--- config.mk ---
export PLATFORM = sky130hd
export DESIGN_NAME = dsp_simd_lane_sched
export DESIGN_NICKNAME = d
export VERILOG_FILES = /design/src/rtl/dsp_simd_lane_sched.sv
export SDC_FILE = /design/constraint.sdc
export NUM_CORES = 1
export LEC_CHECK = 0
export BUFFER_PORTS_ARGS = -buffer_cell sky130_fd_sc_hd__buf_4
export CORE_MARGIN = 1.5
export CORE_UTILIZATION = 50
export CTS_BUF_LIST = sky130_fd_sc_hd__clkbuf_2 sky130_fd_sc_hd__clkbuf_4 sky130_fd_sc_hd__clkbuf_8
export CTS_CLUSTER_DIAMETER = 150
export DETAILED_ROUTE_END_ITERATION = 16
export PLACE_DENSITY = 0.78
export SLEW_MARGIN = 25
export SYNTH_ARGS = -nofsm -noshare
export SYNTH_HDL_FRONTEND = slang
export SYNTH_SLANG_ARGS = --single-unit
--- constraint.sdc ---
create_clock -name clock -period 12.2 [get_ports clock]
set_clock_uncertainty 0.15 [all_clocks]
set_input_delay 2.44 -clock clock [delete_from_list [all_inputs] [get_ports clock]]
set_output_delay 2.44 -clock clock [all_outputs]
set_load 0.01 [all_outputs]
--- src/rtl/dsp_simd_lane_sched.sv ---
// rtl/dsp_simd_lane_sched.sv - round-robin packer of up to three requests per cycle onto a shared 3-lane SIMD OR datapath
// Optional grant/idle-lane counters are built when DSP_SIMD_LANE_SCHED_STATS_EN is defined.
module dsp_simd_lane_sched #(
  parameter int width   = 12,
  parameter int num_req = 4,
  parameter int ptr_w   = (num_req > 1) ? $clog2(num_req) : 1
) (
  input  logic                     clock,
  input  logic                     reset,
  input  logic [num_req-1:0]       req_valid,
  output logic [num_req-1:0]       req_ready,
  input  logic [num_req*width-1:0] req_a,
  input  logic [num_req*width-1:0] req_b,
  output logic [num_req-1:0]       rsp_valid,
  output logic [num_req*width-1:0] rsp_data,
  output logic [width-1:0]         lane_a0,
  output logic [width-1:0]         lane_b0,
  output logic [width-1:0]         lane_a1,
  output logic [width-1:0]         lane_b1,
  output logic [width-1:0]         lane_a2,
  output logic [width-1:0]         lane_b2,
  input  logic [width-1:0]         lane_y0,
  input  logic [width-1:0]         lane_y1,
  input  logic [width-1:0]         lane_y2
`ifdef DSP_SIMD_LANE_SCHED_STATS_EN
  ,
  output logic [31:0]              stat_ops,
  output logic [31:0]              stat_idle_lanes
`endif
);

  logic [ptr_w-1:0]         rr_ptr_q, rr_ptr_d;
  logic [num_req-1:0]       grant;
  logic [1:0]               lane_cnt;
  logic [ptr_w-1:0]         last_id;

  logic [2:0]               sel_vld;
  logic [ptr_w-1:0]         sel_id [3];
  logic [width-1:0]         sel_a  [3];
  logic [width-1:0]         sel_b  [3];

  logic [2:0]               lane_vld_q;
  logic [ptr_w-1:0]         lane_id_q [3];
  logic [width-1:0]         lane_a_q  [3];
  logic [width-1:0]         lane_b_q  [3];
  logic [width-1:0]         lane_y    [3];

  logic [num_req-1:0]       rsp_valid_q, rsp_valid_d;
  logic [num_req*width-1:0] rsp_data_q, rsp_data_d;

  // Two passes walk requesters rr_ptr..num_req-1 then 0..rr_ptr-1, giving a wrapped scan
  always_comb begin
    grant    = '0;
    lane_cnt = 2'd0;
    last_id  = rr_ptr_q;
    sel_vld  = '0;
    for (int l = 0; l < 3; l++) begin
      sel_id[l] = '0;
      sel_a[l]  = '0;
      sel_b[l]  = '0;
    end
    for (int p = 0; p < 2; p++) begin
      for (int i = 0; i < num_req; i++) begin
        if (((p == 0) ? (i >= int'(rr_ptr_q)) : (i < int'(rr_ptr_q))) &&
            !reset && req_valid[i] && (lane_cnt != 2'd3)) begin
          grant[i]          = 1'b1;
          sel_vld[lane_cnt] = 1'b1;
          sel_id[lane_cnt]  = ptr_w'(i);
          sel_a[lane_cnt]   = req_a[i*width +: width];
          sel_b[lane_cnt]   = req_b[i*width +: width];
          last_id           = ptr_w'(i);
          lane_cnt          = lane_cnt + 2'd1;
        end
      end
    end
  end

  always_comb begin
    if (int'(last_id) >= num_req - 1) begin
      rr_ptr_d = '0;
    end else begin
      rr_ptr_d = last_id + ptr_w'(1);
    end
  end

  assign req_ready = grant;

  assign lane_y[0] = lane_y0;
  assign lane_y[1] = lane_y1;
  assign lane_y[2] = lane_y2;

  // Results come back combinationally from the issue-register operands
  always_comb begin
    rsp_valid_d = '0;
    rsp_data_d  = rsp_data_q;
    for (int l = 0; l < 3; l++) begin
      if (lane_vld_q[l]) begin
        for (int i = 0; i < num_req; i++) begin
          if (lane_id_q[l] == ptr_w'(i)) begin
            rsp_valid_d[i]               = 1'b1;
            rsp_data_d[i*width +: width] = lane_y[l];
          end
        end
      end
    end
  end

  always_ff @(posedge clock) begin
    if (reset) begin
      rr_ptr_q    <= '0;
      lane_vld_q  <= '0;
      rsp_valid_q <= '0;
      rsp_data_q  <= '0;
      for (int l = 0; l < 3; l++) begin
        lane_id_q[l] <= '0;
        lane_a_q[l]  <= '0;
        lane_b_q[l]  <= '0;
      end
    end else begin
      if (lane_cnt != 2'd0) begin
        rr_ptr_q <= rr_ptr_d;
      end
      lane_vld_q  <= sel_vld;
      rsp_valid_q <= rsp_valid_d;
      rsp_data_q  <= rsp_data_d;
      for (int l = 0; l < 3; l++) begin
        lane_id_q[l] <= sel_id[l];
        lane_a_q[l]  <= sel_a[l];
        lane_b_q[l]  <= sel_b[l];
      end
    end
  end

  assign lane_a0   = lane_a_q[0];
  assign lane_b0   = lane_b_q[0];
  assign lane_a1   = lane_a_q[1];
  assign lane_b1   = lane_b_q[1];
  assign lane_a2   = lane_a_q[2];
  assign lane_b2   = lane_b_q[2];
  assign rsp_valid = rsp_valid_q;
  assign rsp_data  = rsp_data_q;

`ifdef DSP_SIMD_LANE_SCHED_STATS_EN
  logic [31:0] stat_ops_q, stat_ops_d;
  logic [31:0] stat_idle_q, stat_idle_d;

  always_comb begin
    stat_ops_d  = stat_ops_q + 32'(lane_cnt);
    stat_idle_d = stat_idle_q;
    if ((lane_cnt != 2'd0) && (lane_cnt != 2'd3)) begin
      stat_idle_d = stat_idle_q + 32'(2'd3 - lane_cnt);
    end
  end

  always_ff @(posedge clock) begin
    if (reset) begin
      stat_ops_q  <= '0;
      stat_idle_q <= '0;
    end else begin
      stat_ops_q  <= stat_ops_d;
      stat_idle_q <= stat_idle_d;
    end
  end

  assign stat_ops        = stat_ops_q;
  assign stat_idle_lanes = stat_idle_q;
`endif

endmodule

# Yosys cells after proc, flatten, opt, wreduce, memory -nomap -nowiden
# Memories as Yosys holds them, arrays and structs flattened.
# Cells that the tools add are included.
[totals] mem_bits_rw=78 wordCells=267 memories=3 register_bits=57
[memory_table] name="lane_a_q" depth=3 width=12 read_ports=3 rd_clocked_by_memory_dff=0 write_ports=3 line="44" source="logic [width-1:0] lane_a_q [3];"
[memory_table] name="lane_b_q" depth=3 width=12 read_ports=3 rd_clocked_by_memory_dff=0 write_ports=3 line="45" source="logic [width-1:0] lane_b_q [3];"
[memory_table] name="lane_id_q" depth=3 width=2 read_ports=3 rd_clocked_by_memory_dff=0 write_ports=3 line="43" source="logic [ptr_w-1:0] lane_id_q [3];"
[op_classes] addsub=7 reduce_logical=36 magnitude_cmp=31 n_eq_ne=15 n_bitwise=33 muxes=138
[op_table] operator="bitwise mux 36 bit" count=12
[op_table] operator="2-to-1 mux 36 bit" count=12
[op_table] operator="2-to-1 mux 12 bit" count=26
[op_table] operator="demux 12 bit (select 2 bit)" count=6
[op_table] operator="2-to-1 mux 48 bit" count=3
[op_table] operator="2-to-1 mux 2 bit" count=23
[op_table] operator="logical AND 1 bit" count=31
[op_table] operator="2-to-1 mux 6 bit" count=5
[op_table] operator="2-to-1 mux 1 bit" count=29
[op_table] operator="demux 2 bit (select 2 bit)" count=6
[op_table] operator="OR 3 bit" count=8
[op_table] operator=">= comparator 3 bit, second input constant" count=6
[op_table] operator="less-than comparator 2 x 3 -> 1 bit, second input constant" count=6
[op_table] operator="less-than comparator 3 x 1 -> 1 bit, second input constant" count=6
[op_table] operator="2-to-1 mux 3 bit" count=6
[op_table] operator="inverter 2 -> 3 bit" count=6
[op_table] operator="adder 2 x 1 -> 2 bit, second input constant" count=7
[op_table] operator="demux 1 bit (select 2 bit)" count=6
[op_table] operator="equality test 2 bit, second input constant" count=6
[op_table] operator=">= comparator 2 x 1 -> 1 bit, second input constant" count=6
[op_table] operator="2-to-1 mux 4 bit" count=3
[op_table] operator="inequality test 2 bit, second input constant" count=6
[op_table] operator="bitwise AND 3 bit" count=3
[op_table] operator="inverter 3 bit" count=3
[op_table] operator="other kinds (15)" count=29

# Depth between registers and ports, before layout
# Gate-level depths: netlist of the first run.
[depth] word_depth=28 ltp_mapped=32 depth_no_buf=27

# Least setup slack after synthesis of the first run
# No wires, ideal clock.
[synth_timing] kind="input -> output" startpoint="input reset" endpoint="output req_ready[2]" n_path_buf=4 arrival_time_ns=7.952 slack_ns=1.658 cell_stages=27 t_required_ns=9.610 cell_sequence="buf_2 nand2b_4 nor3_4 inv_2 ha_1 o21ai_0 o21ai_0 ha_1 nor3b_2 clkbuf_1 a21o_1 inv_1 ha_1 nor3_1 buf_2 xnor2_1 inv_1 ha_1 and4bb_1 clkbuf_1 nor2_1 a21oi_1 o21a_1 inv_1 ha_1 nor3_2 a31o_2"
[synth_via] elab_chain_cells=22 elab_cells_between_ends=39
[synth_rtl] item="start: declaration" line="9" source="input logic reset,"
[synth_rtl] item="zero test 1 bit *"
[synth_rtl] item="branches (longest 20 deep; another with adder 2 x 1 -> 2 bit)"
[synth_rtl] item="2-to-1 mux 1 bit *" line="64" source="if (((p == 0) ? (i >= int'(rr_ptr_q)) : (i < int'(rr_ptr_q))) &&"
[synth_rtl] item="end: declaration" line="11" source="output logic [num_req-1:0] req_ready,"
# Mark *: on every way between the ends.

# Worst setup path in the final report of the first run
# Ends and elaborated chain as after synthesis.

==> impl_results.md, run 1 <==
* Total GRT Usage at 0.337
* Die height at 135 µm
* Clock latency on the worst-skew pair at 0.46 ns
* Largest net degree at the start of global routing at 75
* Via count at 10.2k
* Pleak at 4.87 nW
* Max-slew headroom at 0.289
* CTS tree: yes
* RSZ-0062 raised after global routing: false
* Initial antenna violation count at 0
* Vias in the first global route at 9,256
* DRT Wirelength at 31.8 mm
* Syn Nets at 1,323
* CORE AREA at 0.0172 mm²
* Io pins at 266
* HP Class: reg -> reg
* CP Capture Type: output pin
* Crit path launch type: input port
* Bufs on Longest Clock Path at 2
* I/O Buffers at 265
* Seq/Total Area, Yosys at 0.309
* GR Overflow Total at 0
* FF-to-FF End: lane_vld_q[0]
* Worst-path clk slew at 0.08 ns
* Number of routed nets with antenna violations at 0
* Synth top area cells: dfxtp_1 31%, nor2_1 11%, a211oi_1 6.9%, mux2i_1 5.7%, a21oi_1 5.4%
* Worst R2R Setup Slack at 4.53 ns
* Hold Path Stages at 2
* Initial Utilization at 0.509
* PD cells at 155 mW/mm²
* Arr. time, crit path at 8.52 ns
* Syn-to-layout area delta at 27.0%
* Worst-case reg-to-reg path depth at 27
* Run status: complete, no violations
* Ys async rst share at 0
* Clk sink count at 135
* Root buffer cell: clkbuf_8
* Worst-Margin Slew at 1.06 ns
* First-pass GRT wire length at 49.2 mm
* NumNets Final at 1,510
* Drt wl/cell at 20.0 µm
* Share of layout cells above drive strength 1 at 0.266
* Syn Area/Cell at 7.52 µm²
* Fmax at 90.0 MHz
* Drt initial violations at 1,374
* Synth Instances at 1,164
* Post-CTS Resized at 0
* CP Max Fanout at 19
* Post-Syn Area at 0.00875 mm²
* Final setup vio count at 0
* Flop and latch count out of synthesis at 135
* Top_reg_cell synth: dfxtp_1
* Hold Crit Start: lane_vld_q[2]
* Fin. max-slew vios at 0
* Worst VDD drop at 86.2 µV
* Most frequent cells in the layout: 276 x buf_4, 247 x nor2_1, 135 x dfxtp_1
* Crit share post-route at 0.910
* Ys Warns at 0
* Post-CTS Hold Buffers at 0
* WS Path Type: in -> out
* Most common cell after layout, fill and taps aside: buf_4
* Crit path required time at 9.61 ns
* Synth cell types at 61
* Endpoints failing hold at 0
* Post-Place Cell Area at 0.0107 mm²
* Min cycle time layout at 11.11 ns
* Final instance area at 0.0111 mm²
* Row cnt at 48
* Max-cap violations at 0
* Synth area leader: dfxtp_1
* Die W at 135 µm
* Fin util at 0.647
* Placer Congestion at 0.884
* Hold Path End: rsp_valid[1]
* Share of the synthesized area in the top cell type at 0.309
* Via density at 6.39
* Drt drc at 0
* Reg2reg start: rr_ptr_q[1]
* CTS buffer count at 17
* Htree depth at 4
* Number of flops mapped to enable cells by yosys at 0
* Die area at 0.0183 mm²
* Setup TNS at 0 ns
* HPWL Detailed at 21.0 mm
* Total setup buffers inserted after CTS at 0
* Drt pass-1 iters at 6
## cells by family after synthesis
| logic type | after synthesis | synth area share |
|---|---|---|
| fa+ha+maj | 21 | 0.0309 |
| compound gates | 367 | 0.307 |
| flops | 135 | 0.309 |
| mux | 50 | 0.0572 |
| buf+inv | 126 | 0.0579 |
| xor+xnor | 4 | 0.00558 |
| simple gates | 461 | 0.232 |
## cell type report
type / instances / area (µm²)
Timing Repair Buffer: 280 / 2120
Fill cell: 1516 / 6060
Multi-Input combinational cell: 903 / 5600
Inverter: 14 / 52.6
Clock inverter: 13 / 109
Clock buffer: 18 / 241
Tap cell: 225 / 282
Sequential cell: 135 / 2700
Antenna cell: 1 / 2.50
## Yosys cell counts, drive strengths merged (3+ instances only)
library cell,instances
nor2,248
dfxtp,135
nand2,114
a211oi,101
a21oi,96
clkbuf,92
mux2i,50
a221oi,49
a31oi,30
nand3,28
or3,26
a22oi,24
o221ai,24
a311oi,22
buf,20
ha,20
inv,14
and2,9
o21ai,8
nor3,7
nand3b,5
nand4,4
nand2b,3
nor3b,3
xnor2,3
## metal layers
metal	up-vias	GRT usage	routed length (µm)
met5	-	0	0
met4	0	0.159	1230
met3	104	0.0677	3540
met2	705	0.523	14200
met1	4689	0.449	12900
li1	4653	-	-
## sequential cells by signal, summed over array words and instances, names as in the netlist
register and cells:
rsp_data 48, lane_a_q 36, lane_vld_q 3, lane_id_q 6, lane_b_q 36, rsp_valid 4
rr_ptr_q 2
## worst max-delay path, cell delays in order
cell and delay [ns]:
buf_4 0.21, nand2b_4 0.20, nor3_4 0.53, inv_2 0.18, ha_1 0.40, o21ai_0 0.26
o21ai_0 0.21, ha_1 0.25, nor3b_2 0.49, a21oi_1 0.16, a21o_1 0.24, inv_1 0.09
ha_1 0.20, nor3_1 0.07, buf_4 0.19, xnor2_1 0.25, inv_1 0.10, ha_1 0.18
and4bb_1 0.56, nor2_1 0.08, a21oi_1 0.22, o21a_1 0.22, inv_1 0.08, ha_1 0.21
nor3_2 0.21, a31o_2 0.14, buf_4 0.11
## per-stage QoR
| step | worst slack (ns) | instances | total power, W | hold WS [ns] |
|---|---|---|---|---|
| 5_1_grt | 0.637 | 1588 | 0.00182 | 0.426 |
| 4_1_cts | 1.21 | 1586 | 0.00171 | 0.388 |
| 3_5_place_dp | 1.24 | 1555 | 0.00137 | 0.386 |
| 2_1_floorplan | 1.66 | 1164 | 0.00105 | 0.355 |
| 6_report | 1.09 | 1589 | 0.00172 | 0.386 |
| 3_3_place_gp | 1.08 | 1553 | 0.00135 | 0.379 |
## power by group
part / internal, W / switching (W) / leakage (nW)
combinational: 0.000360 / 0.000420 / 3.59
clock: 0.000160 / 0.000184 / 0.178
sequential: 0.000541 / 0.0000564 / 1.10
total: 0.00106 / 0.000661 / 4.87
## how the worst max path moves through the flow
stage                from      endpoint  slack [ns]  cells after the start
floorplan           reset  req_ready[2]        1.66                     27
global placement    reset  req_ready[2]        1.08                     25
detailed placement  reset  req_ready[2]        1.24                     27
CTS                 reset  req_ready[2]        1.21                     24
global route        reset  req_ready[2]        0.64                     27
finish              reset  req_ready[2]        1.09                     27
Note: power is estimated with default switching activity, not from simulation.
==> inputs of run 2 (changes only) <==
--- a/config.mk
+++ b/config.mk
@@ -5,13 +5,15 @@
 export SDC_FILE = /design/constraint.sdc
 export NUM_CORES = 1
 export LEC_CHECK = 0
+export ABC_AREA = 1
 export BUFFER_PORTS_ARGS = -buffer_cell sky130_fd_sc_hd__buf_4
 export CORE_MARGIN = 1.5
 export CORE_UTILIZATION = 50
 export CTS_BUF_LIST = sky130_fd_sc_hd__clkbuf_2 sky130_fd_sc_hd__clkbuf_4 sky130_fd_sc_hd__clkbuf_8
 export CTS_CLUSTER_DIAMETER = 150
 export DETAILED_ROUTE_END_ITERATION = 16
-export PLACE_DENSITY = 0.78
+export GPL_ROUTABILITY_DRIVEN = 0
+export PLACE_DENSITY = 0.77
 export SLEW_MARGIN = 25
 export SYNTH_ARGS = -nofsm -noshare
 export SYNTH_HDL_FRONTEND = slang
==> run 2 against run 1 <==
Against the previous run:
- via count rose by 10%
- maximum frequency rose by 7.2%
- critical path depth rose by 5
- worst setup slack improved by 0.74 ns
- cell count rose by 14%
- largest cell class unchanged
==> impl_results.md, run 2 <==
* Worst VDD drop at 81.4 µV (-5.6%)
* WL met1 at 14.1 mm (+9.8%)
* I/O Buffers at 265 (unchanged)
* Cell with the most instances after synthesis: a21oi_1
* Endpoints failing hold at 0 (unchanged)
* Row cnt at 49 (+2.1%)
* Run status: complete, no violations
* Drt initial violations at 1,453 (+5.7%)
* Highest cell delay on the worst timing path at 0.46 ns (-0.10 ns)
* Setup TNS at 0 ns (unchanged)
* Post-synth top cells: 239 x a21oi_1, 229 x o21ai_0, 207 x nand2_1
* Largest net degree at the start of global routing at 73 (-2.7%)
* Post-Syn Area at 0.00911 mm² (+4.2%)
* GR Overflow Total at 0 (unchanged)
* Drt drc at 0 (unchanged)
* Crit share post-route at 0.850 (-0.0610)
* Synth top area cells: dfxtp_1 30%, a21oi_1 13%, o21ai_0 13%, nand2_1 8.5%, o21ai_1 3.3%
* Number of routed nets with antenna violations at 0 (unchanged)
* Fin util at 0.634 (-0.0125)
* Worst-Margin Slew at 1.03 ns (-0.0340 ns)
* Clk sink count at 135 (unchanged)
* Ys async rst share at 0 (unchanged)
* Root buffer cell: clkbuf_8
* Pleak at 5.05 nW (+3.8%)
* Drt pass-1 iters at 7 (+1)
* Clock latency on the worst-skew pair at 0.47 ns (about the same)
* Htree depth at 4 (unchanged)
* Initial Utilization at 0.509 (about the same)
* Max-slew headroom at 0.310 (+0.0205)
* Syn Nets at 1,540 (+16%)
* Max FFs per register at 48 (unchanged)
* Io pins at 266 (unchanged)
* Final setup vio count at 0 (unchanged)
* Synth Instances at 1,381 (+19%)
* Crit path required time at 9.61 ns (about the same)
* Via density at 6.20 (-3.0%)
* Post-CTS Hold Buffers at 0 (unchanged)
* Min cycle time layout at 10.36 ns (-0.744 ns)
* Crit path launch type: input port
* Die W at 138 µm (+2.0%)
* Worst hold slack at 0.376 ns (-0.0103 ns)
* CP Max Fanout at 55 (+36)
* HP Class: reg -> reg
* Total GRT Usage at 0.355 (+0.0174)
* Max-cap violations at 0 (unchanged)
* Share of the synthesized area in the top cell type at 0.296 (-0.0123)
* Synth area leader: dfxtp_1
* Worst-path clk slew at 0.08 ns (about the same)
* Bufs on Longest Clock Path at 2 (unchanged)
* Slowest CP cell: buf_4
* Drt wl/cell at 19.7 µm (-1.7%)
* RSZ-0062 raised after global routing: false
* Vias in the first global route at 10.3k (+11%)
* CTS tree: yes
* NumNets Final at 1,722 (+14%)
* CORE AREA at 0.0179 mm² (+4.2%)
* Die height at 138 µm (+2.0%)
* Syn-to-layout area delta at 24.6%
* Metal3 WL at 4.57 mm (+29%)
* Post-CTS Resized at 0 (unchanged)
* Ys Warns at 0 (unchanged)
* Hold Path Stages at 2 (unchanged)
* Syn Area/Cell at 6.60 µm² (-12%)
* Via count at 11.2k (+10%)
* Arr. time, crit path at 7.77 ns (-0.75 ns)
* Synth cell types at 48 (-21%)
* Top_reg_cell synth: dfxtp_1
* Worst-case reg-to-reg path depth at 32 (+19%)
* DRT Wirelength at 35.5 mm (+12%)
* CP Capture Type: output pin
* PD cells at 147 mW/mm² (-5.1%)
* Fmax at 96.5 MHz (+7.2%)
* Initial antenna violation count at 1 (+1)
* First-pass GRT wire length at 54.8 mm (+12%)
* Most common cell after layout, fill and taps aside: buf_4
* Met2 wire len at 15.5 mm (+9.6%)
* Share of layout cells above drive strength 1 at 0.232 (-0.0334)
* Flop and latch count out of synthesis at 135 (unchanged)
* Die area at 0.0190 mm² (+4.1%)
* CTS buffer count at 17 (unchanged)
* Number of flops mapped to enable cells by yosys at 0 (unchanged)
* Worst R2R Setup Slack at 5.41 ns (+0.88 ns)
* Fin. max-slew vios at 0 (unchanged)
* HPWL Detailed at 22.7 mm (+8.1%)
* WS Path Type: in -> out
* Total setup buffers inserted after CTS at 0 (unchanged)
* Most frequent cells in the layout: 268 x buf_4, 239 x a21oi_1, 229 x o21ai_0
* Top routing layer in use: met4
* Crit path top cell by count: nand2_1
* Seq/Total Area, Yosys at 0.296 (-0.0123)
* Diode count at 0 (-1)
==> run 2: cell types whose count changed after synthesis, moves of 49 or more <==
cell,change
o21ai_0,+221
nor2_1,-186
a21oi_1,+144
nand2_1,+93
a211oi_1,-69
o21ai_1,+60
inv_1,+56
a221oi_1,-49
==> run 2: worst paths after layout <==
check                     from               to
setup reg to reg   rr_ptr_q[1]  lane_a_q[0][32]
hold / removal    rsp_data[37]     rsp_data[37]
setup / recovery         reset     req_ready[2]
hold reg to reg   rsp_data[37]     rsp_data[37]
==> run 2: critical path: cells and delay by family <==
family	cells	cell delay, ns
buffers and inverters	9	1.67
adder cells (fa/ha/maj)	5	1.17
AND/OR/NAND/NOR	18	2.47
==> run 2: where the power goes <==
group	internal (W)	switching, W
Combinational	0.000277	0.000413
Sequential	0.000522	0.0000431
Clock	0.000210	0.000205
Total	0.00101	0.000661
==> run 2: per-stage QoR <==
| stage | setup WS [ns] | total power, W | area [µm²] | std cells |
|---|---|---|---|---|
| floorplan | 2.75 | 0.000983 | 9110 | 1381 |
| global placement | 2.14 | 0.00123 | 10900 | 1773 |
| detailed placement | 1.92 | 0.00124 | 10900 | 1773 |
| CTS | 1.92 | 0.00166 | 11300 | 1805 |
| global route | 1.45 | 0.00175 | 11400 | 1805 |
| finish | 1.84 | 0.00167 | 11400 | 1805 |
==> run 2: final cells by class <==
type	count	area [µm²]
Fill cell	1643	6540
Sequential cell	135	2700
Tap cell	229	287
Clock inverter	14	189
Multi-Input combinational cell	1054	5590
Timing Repair Buffer	268	2010
Inverter	87	339
Clock buffer	18	241
==> run 2: per-layer routing <==
metal | vias up | global-route usage
li1 | 5200 | -
met1 | 4993 | 0.467
met2 | 870 | 0.527
met3 | 123 | 0.0963
met4 | 0 | 0.194
met5 | - | 0
==> run 2: logic make-up (layout without fill, tap and decap cells) <==
kind of cell / count (synthesis) / count (layout) / synth area share
AOI/OAI and AO/OA: 654 / 654 / 0.387
and+or+nand+nor: 371 / 371 / 0.186
buffers and inverters: 192 / 387 / 0.0918
DFF: 135 / 135 / 0.296
adders and majority gates: 21 / 21 / 0.0297
muxes: 8 / 8 / 0.00879
==> inputs of run 3 (changes only) <==
--- a/config.mk
+++ b/config.mk
@@ -5,15 +5,15 @@
 export SDC_FILE = /design/constraint.sdc
 export NUM_CORES = 1
 export LEC_CHECK = 0
-export ABC_AREA = 1
+export ABC_AREA = 0
 export BUFFER_PORTS_ARGS = -buffer_cell sky130_fd_sc_hd__buf_4
 export CORE_MARGIN = 1.5
-export CORE_UTILIZATION = 50
+export CORE_UTILIZATION = 49
 export CTS_BUF_LIST = sky130_fd_sc_hd__clkbuf_2 sky130_fd_sc_hd__clkbuf_4 sky130_fd_sc_hd__clkbuf_8
 export CTS_CLUSTER_DIAMETER = 150
 export DETAILED_ROUTE_END_ITERATION = 16
 export GPL_ROUTABILITY_DRIVEN = 0
-export PLACE_DENSITY = 0.77
+export PLACE_DENSITY = 0.8
 export SLEW_MARGIN = 25
 export SYNTH_ARGS = -nofsm -noshare
 export SYNTH_HDL_FRONTEND = slang
==> constraint.sdc (replaced) <==
create_clock -name clock -period 8.5 [get_ports clock]
set_clock_uncertainty 0.15 [all_clocks]
set_input_delay 1.7 -clock clock [delete_from_list [all_inputs] [get_ports clock]]
set_output_delay 1.7 -clock clock [all_outputs]
set_load 0.01 [all_outputs]
==> run 3 against run 2 <==
Against the previous run:
- cell count down 11%
- sequential cell count unchanged
- global-route usage down 2.0 points
- worst setup slack worse by 1.5 ns
- core utilization up 2.3 points
- sequential share of layout area down 0.12 points
- die area down 2.0%
- wire length down 7.2%
- largest cell class unchanged
- highest routed layer unchanged
==> impl_results.md, run 3 (synthesized netlist as in run 1, its figures left out) <==
* Slowest CP cell: fa_2
* Number of routed nets with antenna violations at 0 (unchanged)
* Worst-Margin Slew at 1.04 ns (+0.00702 ns)
* Max-cap violations at 0 (unchanged)
* Crit path top cell by count: ha_1
* Worst VDD drop at 162 µV (+99%)
* Critical-path cell list: buf_4, nand2b_4, nor3_4, inv_2, fa_2, inv_1, ha_1, nor3b_4, buf_4, xnor2_2, ha_1, nor3_4, xnor2_2, inv_1, ha_1, and4bb_4, nor2_1, a21oi_1, o21a_1, inv_1, ha_1, nor3_4, a31o_2, buf_4
* Die height at 137 µm (-1.0%)
* Fin. max-slew vios at 0 (unchanged)
* Crit path required time at 6.65 ns (-2.96 ns)
* Pwr Total at 0.00260 W (+56%)
* Fin worst setup slack at 0.289 ns (-1.55 ns)
* Total GRT Usage at 0.335 (-0.0197)
* Vias in the first global route at 8,930 (-13%)
* Arr. time, crit path at 6.36 ns (-1.41 ns)
* Multi-input logic area at 0.00565 mm² (+1.2%)
* PD cells at 228 mW/mm² (+55%)
* Post-Place Cells at 1,565 (-12%)
* Die area at 0.0187 mm² (-2.0%)
* CORE AREA at 0.0174 mm² (-3.0%)
* Htree depth at 4 (unchanged)
* Min cycle time layout at 8.21 ns
* Crit path launch type: input port
* Pleak at 5.05 nW (-0.13%)
* Drt wl/cell at 20.5 µm (+4.1%)
* Most frequent cells in the layout: 295 x buf_4, 247 x nor2_1, 135 x dfxtp_1
* Root buffer cell: clkbuf_8
* Most common cell after layout, fill and taps aside: buf_4
* Row cnt at 48 (-2.0%)
* Via count at 10.4k (-7.0%)
* CP Max Fanout at 9 (-84%)
* CTS buffer count at 17 (unchanged)
* CP Capture Type: output pin
* Crit share post-route at 0.966
* Die W at 137 µm (-1.0%)
* Clk sink count at 135 (unchanged)
* Fillers at 1,482 (-9.8%)
* Io pins at 266 (unchanged)
* Diode count at 0 (unchanged)
* First-pass GRT wire length at 48.8 mm (-11%)
* Sequential Area at 0.00270 mm² (unchanged)
* Share of layout cells above drive strength 1 at 0.279 (+0.0472)
* Clock latency on the worst-skew pair at 0.47 ns (about the same)
* Run status: complete, no violations
* CTS tree: yes
* Syn-to-layout area delta at 30.5%
* DRT Wirelength at 33.0 mm (-7.2%)
* Endpoints failing hold at 0 (unchanged)
* Initial Utilization at 0.504 (-0.00497)
* Drt drc at 0 (unchanged)
* Bufs on Longest Clock Path at 2 (unchanged)
* Initial antenna violation count at 0 (-1)
* Largest net degree at the start of global routing at 85 (+16%)
* Via density at 6.46 (+4.3%)
* Drt initial violations at 1,442 (-0.76%)
* Fmax at 122 MHz
* Worst-path clk slew at 0.07 ns (about the same)
* Pre-CTS setup slack at -0.0877 ns (-2.01 ns)
* Drt pass-1 iters at 6 (-1)
* GR Overflow Total at 0 (unchanged)
* Max FFs per register at 48 (unchanged)
* Max-slew headroom at 0.307 (-0.00252)
* Post-route insts no fill at 1,610 (-11%)
* HP Class: reg -> reg
* Highest cell delay on the worst timing path at 0.61 ns (+0.15 ns)
* I/O Buffers at 265 (unchanged)
* WS Path Type: in -> out
* HPWL Detailed at 21.0 mm (-7.5%)
* Final setup vio count at 0 (unchanged)
* NumNets Final at 1,531 (-11%)
[run 3: cell types whose count changed in the layout (fill, tap and decap cells not counted), moves of 34 or more]
cell and delta:
o21ai_0 -223, o21ai_1 -58, inv_1 -56, nor2_1 +186, mux2i_1 +41, a211oi_1 +69, nand2_1 -99, o22ai_1 -34
a221oi_1 +49, a21oi_1 -144
[run 3: final cells by class]
type	count	area share
Inverter	14	0.00460
Tap cell	225	0.0247
Multi-Input combinational cell	903	0.495
Timing Repair Buffer	301	0.202
Clock inverter	13	0.0149
Sequential cell	135	0.237
Clock buffer	19	0.0218
[run 3: where the power goes]
part	total [W]	internal (W)	switching, W	leakage (nW)
clock	0.000581	0.000300	0.000281	0.205
sequential	0.000852	0.000776	0.0000760	1.10
combinational	0.00116	0.000544	0.000621	3.74
total	0.00260	0.00162	0.000978	5.05
[run 3: what timing repair did]
| item | CTS | global route |
|---|---|---|
| buffers inserted | 0 | 10 |
| hold buffers | 0 | 0 |
| endpoints found under the setup margin | 1 | 1 |
| pin swaps | 0 | 3 |
| resized for setup | 2 | 7 |
[run 3: final timing paths]
| check | from | end | slack [ns] | depth (start not counted) |
|---|---|---|---|---|
| worst min-delay path | lane_vld_q[2] | rsp_valid[1] | 0.42 | 2 |
| worst max register to register | rr_ptr_q[1] | lane_b_q[0][16] | 2.36 | 25 |
| worst max-delay path | reset | req_ready[2] | 0.29 | 24 |
| worst min register to register | lane_vld_q[2] | rsp_valid[1] | 0.42 | 2 |
[run 3: through the flow]
stage / setup TNS, ns / cell area [µm²] / utilization / hold slack, ns
4_1_cts: 0 / 11200 / 0.648 / 0.410
5_1_grt: -0.0209 / 11400 / 0.658 / 0.461
3_3_place_gp: 0 / 10800 / 0.621 / 0.382
3_5_place_dp: -0.0877 / 10800 / 0.623 / 0.389
6_report: 0 / 11400 / 0.658 / 0.416
2_1_floorplan: 0 / 8790 / - / 0.355
[run 3: worst max-delay path: cells and delay by family]
family	cells	cell delay, ns
AOI/OAI and AO/OA	3	0.48
adders and majority gates	5	1.54
buffers and inverters	7	0.77
xor gates and xnor gates	2	0.30
and+or+nand+nor	7	1.55
[run 3: per-layer routing]
| layer | track usage | share of wire |
|---|---|---|
| met5 | 0 | 0 |
| met4 | 0.124 | 0.033 |
| met3 | 0.0652 | 0.12 |
| met2 | 0.520 | 0.45 |
| met1 | 0.459 | 0.39 |
